File: config.mk
export PLATFORM = sky130hd
export DESIGN_NAME = oam_dma_master_flat
export DESIGN_NICKNAME = d
export VERILOG_FILES = /design/src/rtl/oam_dma_master_if.sv /design/src/rtl/oam_dma_master.sv /design/src/flat_wrapper.sv
export SDC_FILE = /design/constraint.sdc
export NUM_CORES = 1
export LEC_CHECK = 0
export BUFFER_PORTS_ARGS = -buffer_cell sky130_fd_sc_hd__buf_4
export CORE_UTILIZATION = 51
export CTS_CLUSTER_DIAMETER = 120
export DETAILED_ROUTE_END_ITERATION = 8
export GPL_TIMING_DRIVEN = 0
export HOLD_SLACK_MARGIN = 0.1
export PLACE_DENSITY = 0.85
export SLEW_MARGIN = 10
export SYNTH_ARGS = -nofsm -noshare
export SYNTH_HDL_FRONTEND = slang
export SYNTH_SLANG_ARGS = --single-unit
File: constraint.sdc
create_clock -name i_clk -period 2.9 [get_ports i_clk]
set_input_delay 0.145 -clock i_clk [delete_from_list [all_inputs] [get_ports i_clk]]
set_output_delay 0.145 -clock i_clk [all_outputs]
set_load 0.005 [all_outputs]
File: src/rtl/oam_dma_master_if.sv
// CPU-side and bus-side signal bundle for the NES sprite DMA master.
// master = the DMA block, slave = the CPU/bus-mux side feeding it.
interface oam_dma_master_if;
   logic        i_cpu_ce;
   logic [15:0] i_cpu_addr;
   logic        i_cpu_rnw;
   logic [7:0]  i_cpu_data_out;
   logic [7:0]  i_bus_data_in;
   logic        o_cpu_rdy;
   logic        o_bus_own;
   logic [15:0] o_bus_addr;
   logic        o_bus_rnw;
   logic [7:0]  o_bus_data_out;
   logic        o_dma_active;
   logic        o_done;

   modport master (
      input  i_cpu_ce,
      input  i_cpu_addr,
      input  i_cpu_rnw,
      input  i_cpu_data_out,
      input  i_bus_data_in,
      output o_cpu_rdy,
      output o_bus_own,
      output o_bus_addr,
      output o_bus_rnw,
      output o_bus_data_out,
      output o_dma_active,
      output o_done
   );

   modport slave (
      output i_cpu_ce,
      output i_cpu_addr,
      output i_cpu_rnw,
      output i_cpu_data_out,
      output i_bus_data_in,
      input  o_cpu_rdy,
      input  o_bus_own,
      input  o_bus_addr,
      input  o_bus_rnw,
      input  o_bus_data_out,
      input  o_dma_active,
      input  o_done
   );
endinterface

File: src/rtl/oam_dma_master.sv
// NES $4014 sprite DMA: halts the CPU, then copies one 256-byte
// page to $2004 as alternating get/put read/write pairs.
module oam_dma_master #(
   parameter logic [15:0] DMA_REG_ADDR  = 16'h4014,
   parameter logic [15:0] OAM_DATA_ADDR = 16'h2004
) (
   input  logic              i_clk,
   input  logic              i_reset_n,
   oam_dma_master_if.master  dma
);

   typedef enum logic [2:0] {
      S_IDLE,
      S_HALT,
      S_ALIGN,
      S_READ,
      S_WRITE
   } state_t;

   state_t     state_q, state_d;
   logic [7:0] page_q, page_d;
   logic [7:0] index_q, index_d;
   logic [7:0] data_q, data_d;
   logic       parity_q, parity_d;
   logic       done_q, done_d;
   logic       trig;

   assign trig = (dma.i_cpu_addr == DMA_REG_ADDR) && !dma.i_cpu_rnw;

   // Next-state logic; every transition is gated by the CPU cycle enable.
   always_comb begin
      state_d  = state_q;
      page_d   = page_q;
      index_d  = index_q;
      data_d   = data_q;
      parity_d = parity_q;
      done_d   = 1'b0;
      if (dma.i_cpu_ce) begin
         parity_d = ~parity_q;
         unique case (state_q)
            S_IDLE: begin
               if (trig) begin
                  page_d  = dma.i_cpu_data_out;
                  index_d = 8'h00;
                  state_d = S_HALT;
               end
            end
            S_HALT: begin
               // parity 1 now means the next cycle is a get cycle
               state_d = parity_q ? S_READ : S_ALIGN;
            end
            S_ALIGN: begin
               state_d = S_READ;
            end
            S_READ: begin
               data_d  = dma.i_bus_data_in;
               state_d = S_WRITE;
            end
            S_WRITE: begin
               if (index_q == 8'hFF) begin
                  done_d  = 1'b1;
                  state_d = S_IDLE;
               end else begin
                  index_d = index_q + 8'd1;
                  state_d = S_READ;
               end
            end
            default: state_d = S_IDLE;
         endcase
      end
   end

   // State and datapath registers.
   always_ff @(posedge i_clk or negedge i_reset_n) begin
      if (!i_reset_n) begin
         state_q  <= S_IDLE;
         page_q   <= 8'h00;
         index_q  <= 8'h00;
         data_q   <= 8'h00;
         parity_q <= 1'b0;
         done_q   <= 1'b0;
      end else begin
         state_q  <= state_d;
         page_q   <= page_d;
         index_q  <= index_d;
         data_q   <= data_d;
         parity_q <= parity_d;
         done_q   <= done_d;
      end
   end

   // Bus outputs decoded from registered state only.
   always_comb begin
      dma.o_cpu_rdy      = 1'b1;
      dma.o_bus_own      = 1'b0;
      dma.o_bus_addr     = 16'h0000;
      dma.o_bus_rnw      = 1'b1;
      dma.o_bus_data_out = 8'h00;
      dma.o_dma_active   = 1'b0;
      dma.o_done         = done_q;
      unique case (state_q)
         S_IDLE: begin
         end
         S_HALT, S_ALIGN: begin
            dma.o_cpu_rdy    = 1'b0;
            dma.o_dma_active = 1'b1;
         end
         S_READ: begin
            dma.o_cpu_rdy    = 1'b0;
            dma.o_dma_active = 1'b1;
            dma.o_bus_own    = 1'b1;
            dma.o_bus_addr   = {page_q, index_q};
         end
         S_WRITE: begin
            dma.o_cpu_rdy      = 1'b0;
            dma.o_dma_active   = 1'b1;
            dma.o_bus_own      = 1'b1;
            dma.o_bus_addr     = OAM_DATA_ADDR;
            dma.o_bus_rnw      = 1'b0;
            dma.o_bus_data_out = data_q;
         end
         default: begin
         end
      endcase
   end

endmodule

File: src/flat_wrapper.sv
// flat-port wrapper written by rule: the top's interface ports become plain ports
module oam_dma_master_flat 
#(
   parameter logic [15:0] DMA_REG_ADDR  = 16'h4014,
   parameter logic [15:0] OAM_DATA_ADDR = 16'h2004
)
  (i_clk, i_reset_n, dma_i_cpu_ce, dma_i_cpu_addr, dma_i_cpu_rnw, dma_i_cpu_data_out, dma_i_bus_data_in, dma_o_cpu_rdy, dma_o_bus_own, dma_o_bus_addr, dma_o_bus_rnw, dma_o_bus_data_out, dma_o_dma_active, dma_o_done);
  oam_dma_master_if dma_i ();
  input  logic i_clk;
  input  logic i_reset_n;
  input wire logic [$bits(dma_i.i_cpu_ce)-1:0] dma_i_cpu_ce;
  input wire logic [$bits(dma_i.i_cpu_addr)-1:0] dma_i_cpu_addr;
  input wire logic [$bits(dma_i.i_cpu_rnw)-1:0] dma_i_cpu_rnw;
  input wire logic [$bits(dma_i.i_cpu_data_out)-1:0] dma_i_cpu_data_out;
  input wire logic [$bits(dma_i.i_bus_data_in)-1:0] dma_i_bus_data_in;
  output wire logic [$bits(dma_i.o_cpu_rdy)-1:0] dma_o_cpu_rdy;
  output wire logic [$bits(dma_i.o_bus_own)-1:0] dma_o_bus_own;
  output wire logic [$bits(dma_i.o_bus_addr)-1:0] dma_o_bus_addr;
  output wire logic [$bits(dma_i.o_bus_rnw)-1:0] dma_o_bus_rnw;
  output wire logic [$bits(dma_i.o_bus_data_out)-1:0] dma_o_bus_data_out;
  output wire logic [$bits(dma_i.o_dma_active)-1:0] dma_o_dma_active;
  output wire logic [$bits(dma_i.o_done)-1:0] dma_o_done;
  assign dma_i.i_cpu_ce = dma_i_cpu_ce;
  assign dma_i.i_cpu_addr = dma_i_cpu_addr;
  assign dma_i.i_cpu_rnw = dma_i_cpu_rnw;
  assign dma_i.i_cpu_data_out = dma_i_cpu_data_out;
  assign dma_i.i_bus_data_in = dma_i_bus_data_in;
  assign dma_o_cpu_rdy = dma_i.o_cpu_rdy;
  assign dma_o_bus_own = dma_i.o_bus_own;
  assign dma_o_bus_addr = dma_i.o_bus_addr;
  assign dma_o_bus_rnw = dma_i.o_bus_rnw;
  assign dma_o_bus_data_out = dma_i.o_bus_data_out;
  assign dma_o_dma_active = dma_i.o_dma_active;
  assign dma_o_done = dma_i.o_done;
  oam_dma_master #(.DMA_REG_ADDR(DMA_REG_ADDR), .OAM_DATA_ADDR(OAM_DATA_ADDR)) u_core (.i_clk(i_clk), .i_reset_n(i_reset_n), .dma(dma_i));
endmodule
==> results by group <==
Status
  • Outcome: finished, violations left
  • Failing checks: DRC

Floorplan
  • Die W: 57.6 µm
  • Io pins: 65
  • Starting Density: about 56%
  • Row count: 19
  • Core outline area: 2830 µm²
  • Die Ht: about 58 µm
  • Die ar.: roughly 3300 µm²

Synthesis
  • Synth Area in Adders: less than 1%
  • Largest family of logic cells by synthesized area: simple AND/OR/NAND/NOR gates
  • Seq cells post-synth: 29
  • Asr flop ratio synth: between 90% and 100%
  • Number of synthesized flops with an enable pin: 0
  • Post-Synthesis Cells: approximately 150
  • Syn nets: 188
  • Complex-gate fraction of the synthesized area: around 11%
  • Register area share after synthesis: between 40% and 50%
  • Post-synthesis xor/xnor area fraction: roughly 1.1%
  • Synthesized area: approximately 1600 µm²
  • Post-synth top flop: dfrtp_1
  • Post-Synth Simple-Gate Area: 27.7%
  • Post-synthesis mux area share: 11.4%
  • Synth cell types: 40
  • YS warnings: 0
  • Avg Inst Size Synth: approximately 10 µm²

Routing
  • DR vias: between 1.5k and 2k
  • Starting DRT DRC Count: between 100 and 150
  • Number of vias per cell: roughly 6.0
  • First-pass DRT Iterations: 6
  • Final WL: around 5000 µm
  • Drt drc: 1
  • Post-route antenna net violation count: 0
  • WL per Instance: 17.8 µm

Setup path
  • Start-to-end type of the worst setup path: reg -> out
  • CP Launch Type: flip-flop
  • Crit path required time: ~2.8 ns
  • Worst R2R Start: u_core.state_q[0]
  • Crit end category: primary output
  • CP Data Arrival Time: between 2 and 2.5 ns
  • Max FO, Critical Path: 10
  • FF-to-FF End: u_core.index_q[2]
  • Worst Reg2Reg Path Length in Cells: 5
  • Flop2flop setup slack: just under 0.9 ns

Global route
  • GRT Total Usage: between 30% and 40%
  • First-pass GRT wire length: a little under 8000 µm
  • Largest net degree at the start of global routing: 30
  • Gr ovfl total: 0
  • Initial antenna violation count: 0
  • Vias in the first global route: about 1.6k

Placement
  • DP Wirelength: around 2900 µm
  • Post-DP Area: ~2100 µm²
  • Placed Instances: around 250
  • Port Buffers: 64
  • Routability Congestion: between 0.8 and 0.9

Clocking
  • Reg clk slew, reported paths: around 0.1 ns
  • Skew-Pair Late Insertion Delay: around 0.34 ns
  • CTS sink cnt: 29
  • # Post-CTS Setup Buffers: 0
  • Clk buf depth: 2
  • H-tree lvl count: 2
  • CTS tree: done
  • Clock Root Buffer: clkbuf_4
  • Total CTS buffers: 5

Timing
  • Total Neg Setup Slack: 0 ns
  • Slew Limit Headroom: between 50% and 60%
  • RSZ-0062 raised after global routing: no
  • Clk_skew: approximately 0.012 ns
  • Post-route clock period utilization: 80.8%
  • Worst-Margin Slew: around 0.67 ns
  • Max-slew violation count: 0
  • F_max: about 430 MHz
  • Min Tclk post-route: between 2 and 2.5 ns
  • Final setup vio count: 0
  • Final hold violation count: 0

Layout
  • Antenna cell count: 0
  • Synth-to-Final Area Change: 51.0%
  • Final nets: between 200 and 300
  • Share of cells above drive strength 1: between 40 and 50%
  • Commonest non-fill, non-tap cells in the layout: buf_4 (64), dfrtp_1 (29), dlygate4sd3_1 (18)
  • Most common cell after layout, fill and taps aside: buf_4
  • Final std cells w/o fill: between 200 and 300
  • Final std cell area, no fill: approximately 2400 µm²

Pwr
  • Pleak: around 1.2 nW
  • Peak VDD IR: around 0.00063 V
  • P per Cell Area: between 600 and 700 nW/µm²

Run
  • Max-cap viol count: 0

Hold path
  • Hold Crit Class: in -> async
## cell usage after synthesis (2+ instances only)
master / count / area (µm²)
nand3_1: 9 / 45.0
mux2_2: 16 / 180
nand2_1: 17 / 63.8
a21oi_1: 3 / 15.0
a31oi_1: 2 / 12.5
nor3b_1: 2 / 15.0
buf_2: 2 / 10.0
nor2_1: 7 / 26.3
and3_1: 9 / 56.3
dfrtp_1: 29 / 726
o31ai_1: 4 / 30.0
and2_1: 16 / 100
o21ai_0: 5 / 25.0
clkbuf_1: 4 / 15.0
## cell type report
type / count / area, µm²
clock inverters: 3 / 65.1
clock buffers: 5 / 37.5
inverters: 1 / 3.75
fillers: 157 / 453
flip-flops and latches: 29 / 726
repair buffers: 82 / 661
well taps: 31 / 38.8
plain buffers: 6 / 25.0
multi-input cells: 115 / 820
## registers in the layout, summed over array words and instances, names as in the netlist
signal             flops
u_core.dma.o_done      1
u_core.page_q          8
u_core.state_q         3
u_core.index_q         8
u_core.parity_q        1
u_core.data_q          8
## logic make-up (layout without fill, tap and decap cells)
| group | count (synthesis) | in the layout |
|---|---|---|
| buffers and inverters | 7 | 97 |
| and+or+nand+nor | 73 | 73 |
| xor gates and xnor gates | 2 | 2 |
| AOI/OAI and AO/OA | 23 | 23 |
| adders and majority gates | 1 | 1 |
| muxes | 16 | 16 |
| DFF | 29 | 29 |
## worst max path at each step
stage,start,end
global route,u_core.state_q[2],dma_o_bus_addr[2]
CTS,u_core.state_q[2],dma_o_bus_addr[6]
detailed placement,dma_i_cpu_addr[1],u_core.page_q[3]
floorplan,dma_i_cpu_addr[1],u_core.page_q[0]
finish,u_core.state_q[2],dma_o_bus_addr[2]
global placement,dma_i_cpu_addr[1],u_core.page_q[2]
## worst max-delay path: stages (launching register included)
cell	delay, ns
dfrtp_1	0.40
clkbuf_1	0.22
nor2_1	0.50
clkbuf_1	0.35
nand2_1	0.12
nand2_1	0.13
buf_4	0.14
## layer usage
layer  share of wire [%]  global-route usage [%]  vias to the layer above
li1                    -                       -                      727
met3                 6.9                    6.80                       22
met1                  38                    38.9                      781
met2                  51                    53.7                       97
met5                   0                       0                        -
met4                 3.5                    18.1                        0
## report_power, final
group / switching [mW] / internal (mW) / leakage, nW
Combinational: 0.323 / 0.283 / 0.749
Sequential: 0.102 / 0.506 / 0.378
Clock: 0.152 / 0.267 / 0.0552
## per-stage QoR
stage	hold slack, ns	setup WS (ns)	total power, mW	utilization [%]
5_1_grt	0.288	0.373	1.71	84.0
6_report	0.257	0.556	1.63	84.0
3_5_place_dp	0.0877	0.760	1.15	74.0
4_1_cts	0.270	0.673	1.58	84.0
2_1_floorplan	-0.151	0.987	0.903	-
3_3_place_gp	0.0806	0.804	1.11	74.0
## what timing repair did
action,CTS,global route
hold endpoints to repair,46,0
resized for setup,0,0
hold buffers,18,0
(Power assumes the default switching activity.)
